===== config.mk =====
export PLATFORM = sky130hd
export DESIGN_NAME = cacheline_mem_arbiter
export DESIGN_NICKNAME = d
export VERILOG_FILES = /design/src/rtl/cacheline_mem_arbiter.sv
export SDC_FILE = /design/constraint.sdc
export NUM_CORES = 1
export LEC_CHECK = 0
export ABC_AREA = 1
export CAP_MARGIN = 20
export CORE_AREA = 2 2 547 549
export CTS_CLUSTER_DIAMETER = 50
export DETAILED_ROUTE_END_ITERATION = 10
export DIE_AREA = 0 0 549 551
export HOLD_SLACK_MARGIN = 0.02
export PLACE_DENSITY_LB_ADDON = 0.05
export RECOVER_POWER = 100
export SYNTH_ARGS = -nofsm -noshare
export SYNTH_HDL_FRONTEND = slang
export SYNTH_SLANG_ARGS = --single-unit

===== constraint.sdc =====
create_clock -name clk -period 1.5 [get_ports clk]
set_input_delay 0.45 -clock clk [delete_from_list [all_inputs] [get_ports clk]]
set_output_delay 0.45 -clock clk [all_outputs]
set_load 0.01 [all_outputs]

===== src/rtl/cacheline_mem_arbiter.sv =====
// Arbitrates I-cache and D-cache line transactions onto one memory port; sticky watchdog on a stuck memory.
// Latency: command registered 1 cycle after request; response forwarded combinationally; 1 RECOVER bubble.
// Backpressure: requests are levels held until their resp; ARB_RR_EN selects round-robin over fixed D priority.
module cacheline_mem_arbiter #(
    parameter int LINE_W      = 256,
    parameter int ADDR_W      = 32,
    parameter int TIMEOUT_CYC = 1024
) (
    input  logic              clk,
    input  logic              rst,
    input  logic              i_read_i,
    input  logic [ADDR_W-1:0] i_addr_i,
    output logic [LINE_W-1:0] i_rdata_o,
    output logic              i_resp_o,
    input  logic              d_read_i,
    input  logic              d_write_i,
    input  logic [ADDR_W-1:0] d_addr_i,
    input  logic [LINE_W-1:0] d_wdata_i,
    output logic [LINE_W-1:0] d_rdata_o,
    output logic              d_resp_o,
    output logic              pm_read_o,
    output logic              pm_write_o,
    output logic [ADDR_W-1:0] pm_addr_o,
    output logic [LINE_W-1:0] pm_wdata_o,
    input  logic [LINE_W-1:0] pm_rdata_i,
    input  logic              pm_resp_i,
    output logic              timeout_err_o
);
    localparam int CNT_W = (TIMEOUT_CYC > 2) ? $clog2(TIMEOUT_CYC) : 1;
    localparam logic [CNT_W-1:0] LIMIT = CNT_W'((TIMEOUT_CYC > 0) ? TIMEOUT_CYC - 1 : 0);
    localparam bit WD_EN = (TIMEOUT_CYC != 0);

    typedef enum logic [1:0] {IDLE, SERVE_I, SERVE_D, RECOVER} state_t;

    state_t            state_q;
    logic              pm_read_q;
    logic              pm_write_q;
    logic [ADDR_W-1:0] pm_addr_q;
    logic [LINE_W-1:0] pm_wdata_q;
    logic [CNT_W-1:0]  cnt_q;
    logic [CNT_W-1:0]  cnt_d;
    logic              err_q;
    logic              err_d;
    logic              d_req;
    logic              grant_d;
    logic              grant_i;
    logic              serving;

    assign d_req   = d_read_i | d_write_i;
    assign serving = (state_q == SERVE_I) || (state_q == SERVE_D);

`ifdef ARB_RR_EN
    logic last_d_q;

    // On a tie, D wins only if I was the previous grant.
    assign grant_d = d_req & (~i_read_i | ~last_d_q);

    always_ff @(posedge clk) begin
        if (rst) begin
            last_d_q <= 1'b1;
        end else if (state_q == IDLE && (grant_d || grant_i)) begin
            last_d_q <= grant_d;
        end
    end
`else
    assign grant_d = d_req;
`endif

    assign grant_i = i_read_i & ~grant_d;

    always_comb begin
        cnt_d = (cnt_q == LIMIT) ? cnt_q : cnt_q + CNT_W'(1);
        err_d = err_q;
        if (WD_EN && serving && !pm_resp_i && cnt_d == LIMIT) begin
            err_d = 1'b1;
        end
    end

    always_ff @(posedge clk) begin
        if (rst) begin
            state_q    <= IDLE;
            pm_read_q  <= 1'b0;
            pm_write_q <= 1'b0;
            pm_addr_q  <= '0;
            pm_wdata_q <= '0;
            cnt_q      <= '0;
            err_q      <= 1'b0;
        end else begin
            err_q <= err_d;
            case (state_q)
                IDLE: begin
                    if (grant_d || grant_i) begin
                        // A simultaneous read+write from D is served as a write.
                        pm_addr_q  <= grant_d ? d_addr_i : i_addr_i;
                        pm_read_q  <= grant_i | (grant_d & ~d_write_i);
                        pm_write_q <= grant_d & d_write_i;
                        if (grant_d && d_write_i) begin
                            pm_wdata_q <= d_wdata_i;
                        end
                        cnt_q   <= '0;
                        state_q <= grant_d ? SERVE_D : SERVE_I;
                    end
                end
                SERVE_I, SERVE_D: begin
                    if (pm_resp_i) begin
                        pm_read_q  <= 1'b0;
                        pm_write_q <= 1'b0;
                        state_q    <= RECOVER;
                    end else begin
                        cnt_q <= cnt_d;
                    end
                end
                RECOVER: state_q <= IDLE;
                default: state_q <= IDLE;
            endcase
        end
    end

    assign pm_read_o     = pm_read_q;
    assign pm_write_o    = pm_write_q;
    assign pm_addr_o     = pm_addr_q;
    assign pm_wdata_o    = pm_wdata_q;
    assign timeout_err_o = err_q;
    assign i_rdata_o     = pm_rdata_i;
    assign d_rdata_o     = pm_rdata_i;
    assign i_resp_o      = (state_q == SERVE_I) & pm_resp_i;
    assign d_resp_o      = (state_q == SERVE_D) & pm_resp_i;
endmodule

==> summary.md <==
| Metric | Value |
|---|---|
| Status | `finished, violations left` |
| Failing checks | `negative setup slack` |
| Detail-routed via count per cell | `between 2 and 2.5` |
| Combinational family with the most area after synthesis | `buffers and inverters` |
| Cell Rows | `200` |
| Synthesized area | `roughly 15000 um2` |
| Largest net degree at the start of global routing | `48` |
| Min-Delay Path Class | `in2reg` |
| Final WL | `128.2 mm` |
| RSZ-0062 raised after global routing | `true` |
| Max Slew Vio Count | `0` |
| Post-Synth Simple-Gate Area | `0.1739` |
| Yosys reg bits | `303` |
| Mux contribution to synthesized area | `0` |
| Worst skew pair latency | `just over 0.8 ns` |
| Layout fillers | `34170` |
| Hold violation total from the final report | `0` |
| Syn Nets | `2550` |
| Syn Area/Cell | `between 7 and 8 um2` |
| Final period utilization | `1.392` |
| Max-cap viol count | `0` |
| Clk sinks | `303` |
| Synth Area in Compound Gates | `0.1205` |
| CP arrival | `approximately 1.6 ns` |
| First-pass GRT wire length | `157.0 mm` |
| Final HPWL DP | `98.45 mm` |
| Adder-cell area share of the yosys netlist | `0.004206` |
| Crit start category | `register` |
| Port Buffer Count | `around 600` |
| Post-synthesis xor/xnor area fraction | `0.0005888` |
| Power per cell area | `just under 2000 nW/um2` |
| Cell family with most CP delay | `flip-flops` |
| Min cycle time layout | `2.088 ns` |
| Die width | `549 um` |
| Routability-driven placement congestion ratio | `0.6883` |
| Setup TNS | `-101.86 ns` |
| Final worst slack | `-0.5878 ns` |
| Fin util | `0.1066` |
| Crit-path cells | `inv_2 > buf_6 > ha_4 > nand2_8 > inv_4 > buf_12` |
| Vias | `14540` |
| Initial antenna violation count | `37` |
| Max-slew headroom | `0.6403` |
| Max clock buf depth | `4` |
| Ys flop type | `dfxtp_1` |
| DR pass1 iterations | `4` |
| Vias in the first global route | `15430` |
| Final antenna-violating net count | `0` |
| DIE AREA | `302500 um2` |
| TritonCTS clock tree | `built` |
| DR iter-0 viols | `497` |
| Synth cell types | `25` |
| Clk root buf | `clkbuf_16` |
| IO Count | `1387` |
| Core Footprint | `approximately 300000 um2` |
| Post-synth top area share | `0.4078` |
| P_leak | `around 11 nW` |
| Area Overhead vs Synth | `112.4%` |
| Post-synth top area cell | `dfxtp_1` |
| Crit. End Element | `output pin` |
| Async set-reset flop share out of synthesis | `0` |
| Yosys warns | `0` |
| Synthesized netlist cell count | `1963` |
| Starting Density | `0.05020` |
| CTS Buf Count | `100` |
| Ranking of synthesized cells by area | `dfxtp_1 (41%), buf_4 (26%), nor2_1 (13%)` |
| Critical Setup Path Class | `reg2out` |
| # DRC | `0` |
| Maximum fanout along the worst path | `2` |
| Worst path max stage delay | `0.33 ns` |
| Number of flops mapped to enable cells by yosys | `0` |
| Least-Margin Pin Slew | `0.5339 ns` |
| Max rail drop VDD | `0.8278 mV` |
| Most frequent cell after synthesis | `nor2_1` |
| Clk slew on worst S/H paths | `0.04 ns` |
| Buf/Inv on CP | `4` |
| Die H | `551 um` |
| Worst Skew | `0.07812 ns` |
| GRT overflow | `0` |
| Fin nets | `2915` |
| Crit path max-delay cell type | `dfxtp_2` |
| H-tree depth | `3` |
| Share of layout cells above drive strength 1 | `0.5263` |
| Max Clk Rate | `roughly 480 MHz` |
| Commonest cells post-synth | `nor2_1 (525), buf_4 (513), dfxtp_1 (303)` |
| Worst Path Required | `1.05 ns` |
| WL/cell | `20.20 um` |
| Setup violators final | `595` |
| GRT Util Overall | `0.07814` |
| Seq/Total Area, Yosys | `0.4078` |
==> area by class of cell <==
cell class | count | area [um2] | share of cell area
diodes | 8 | 20.02 | 0.0006336
clock buffers | 147 | 2899 | 0.09175
clock inverters | 27 | 422.9 | 0.01338
inverters | 23 | 127.6 | 0.004039
multi-input cells | 1023 | 5977 | 0.1892
flip-flops and latches | 303 | 6610 | 0.2092
well taps | 3939 | 4928 | 0.1560
repair buffers | 874 | 10540 | 0.3336
repair inverters | 3 | 70.07 | 0.002218
==> layer usage <==
| layer | vias up | global-route usage | share of wire |
|---|---|---|---|
| met4 | 20 | 0.04196 | 0.052 |
| met5 | - | 0 | 0.00094 |
| li1 | 6577 | - | - |
| met2 | 1017 | 0.1227 | 0.45 |
| met1 | 6601 | 0.07858 | 0.36 |
| met3 | 329 | 0.05130 | 0.14 |
==> kinds of logic (layout without fill, tap and decap cells) <==
family                   count (synthesis)  count (layout)
AND/OR/NAND/NOR                        669             669
buffers and inverters                  637            1074
adder cells (fa/ha/maj)                  5               5
XOR/XNOR                                 1               1
flip-flops                             303             303
other                                    0               8
AO/OA/AOI/OAI                          348             348
==> state kept, by name, indices dropped and copies added (netlist names) <==
signal,count
pm_addr_o,32
timeout_err_o,1
state_q,2
cnt_q,10
pm_wdata_o,256
pm_write_o,1
pm_read_o,1
==> final timing paths <==
kind | end | slack (ns) | start | depth (start not counted)
worst max-delay path | d_resp_o | -0.59 | state_q[0] | 6
worst min-delay path | pm_wdata_o[75] | 0.26 | d_wdata_i[75] | 3
worst max register to register | pm_wdata_o[199] | -0.26 | state_q[1] | 10
worst min register to register | pm_wdata_o[92] | 0.47 | pm_wdata_o[92] | 2
==> where the power goes <==
group / switching, mW / internal (mW)
combinational: 12.8 / 14.1
clock: 6.44 / 14.8
sequential: 2.30 / 11.0
total: 21.5 / 39.9
==> cell usage in the layout, fill, tap and decap left out, drive strengths merged, types with 5 or more instances in the layout <==
| cell type | instances |
|---|---|
| clkbuf | 167 |
| a31oi | 32 |
| dfxtp | 303 |
| buf | 529 |
| diode | 8 |
| ha | 5 |
| inv | 26 |
| nand3 | 14 |
| a21oi | 16 |
| clkdlybuf4s50 | 325 |
| nor2 | 529 |
| o21ai | 299 |
| nand2 | 125 |
| clkinv | 14 |
| bufinv | 10 |
==> stage by stage <==
step	hold slack (ns)	instance area, um2	total power, mW	instances	setup WS (ns)
floorplan	0.4782	14870	19.12	1963	0.05356
global route	0.1987	31580	65.48	6340	-0.7093
CTS	0.1554	29310	58.43	6276	-0.7131
detailed placement	0.4726	23740	31.02	6054	-0.9491
global placement	0.4672	23730	31.20	6053	-1.381
finish	0.2595	31600	61.46	6347	-0.5878
==> repair_timing <==
action                     in CTS  in global routing
gates resized for setup      1843                461
gates cloned                   21                 26
buffers inserted               33                 45
hold buffers                    0                  0
pin swaps                      22                 31
setup endpoints to repair     596                596
==> tightest hold or removal path: stages <==
cell	delay, ns
clkdlybuf4s50_1	0.40
o21ai_1	0.13
nor2_1	0.05
(Power assumes the default switching activity.)
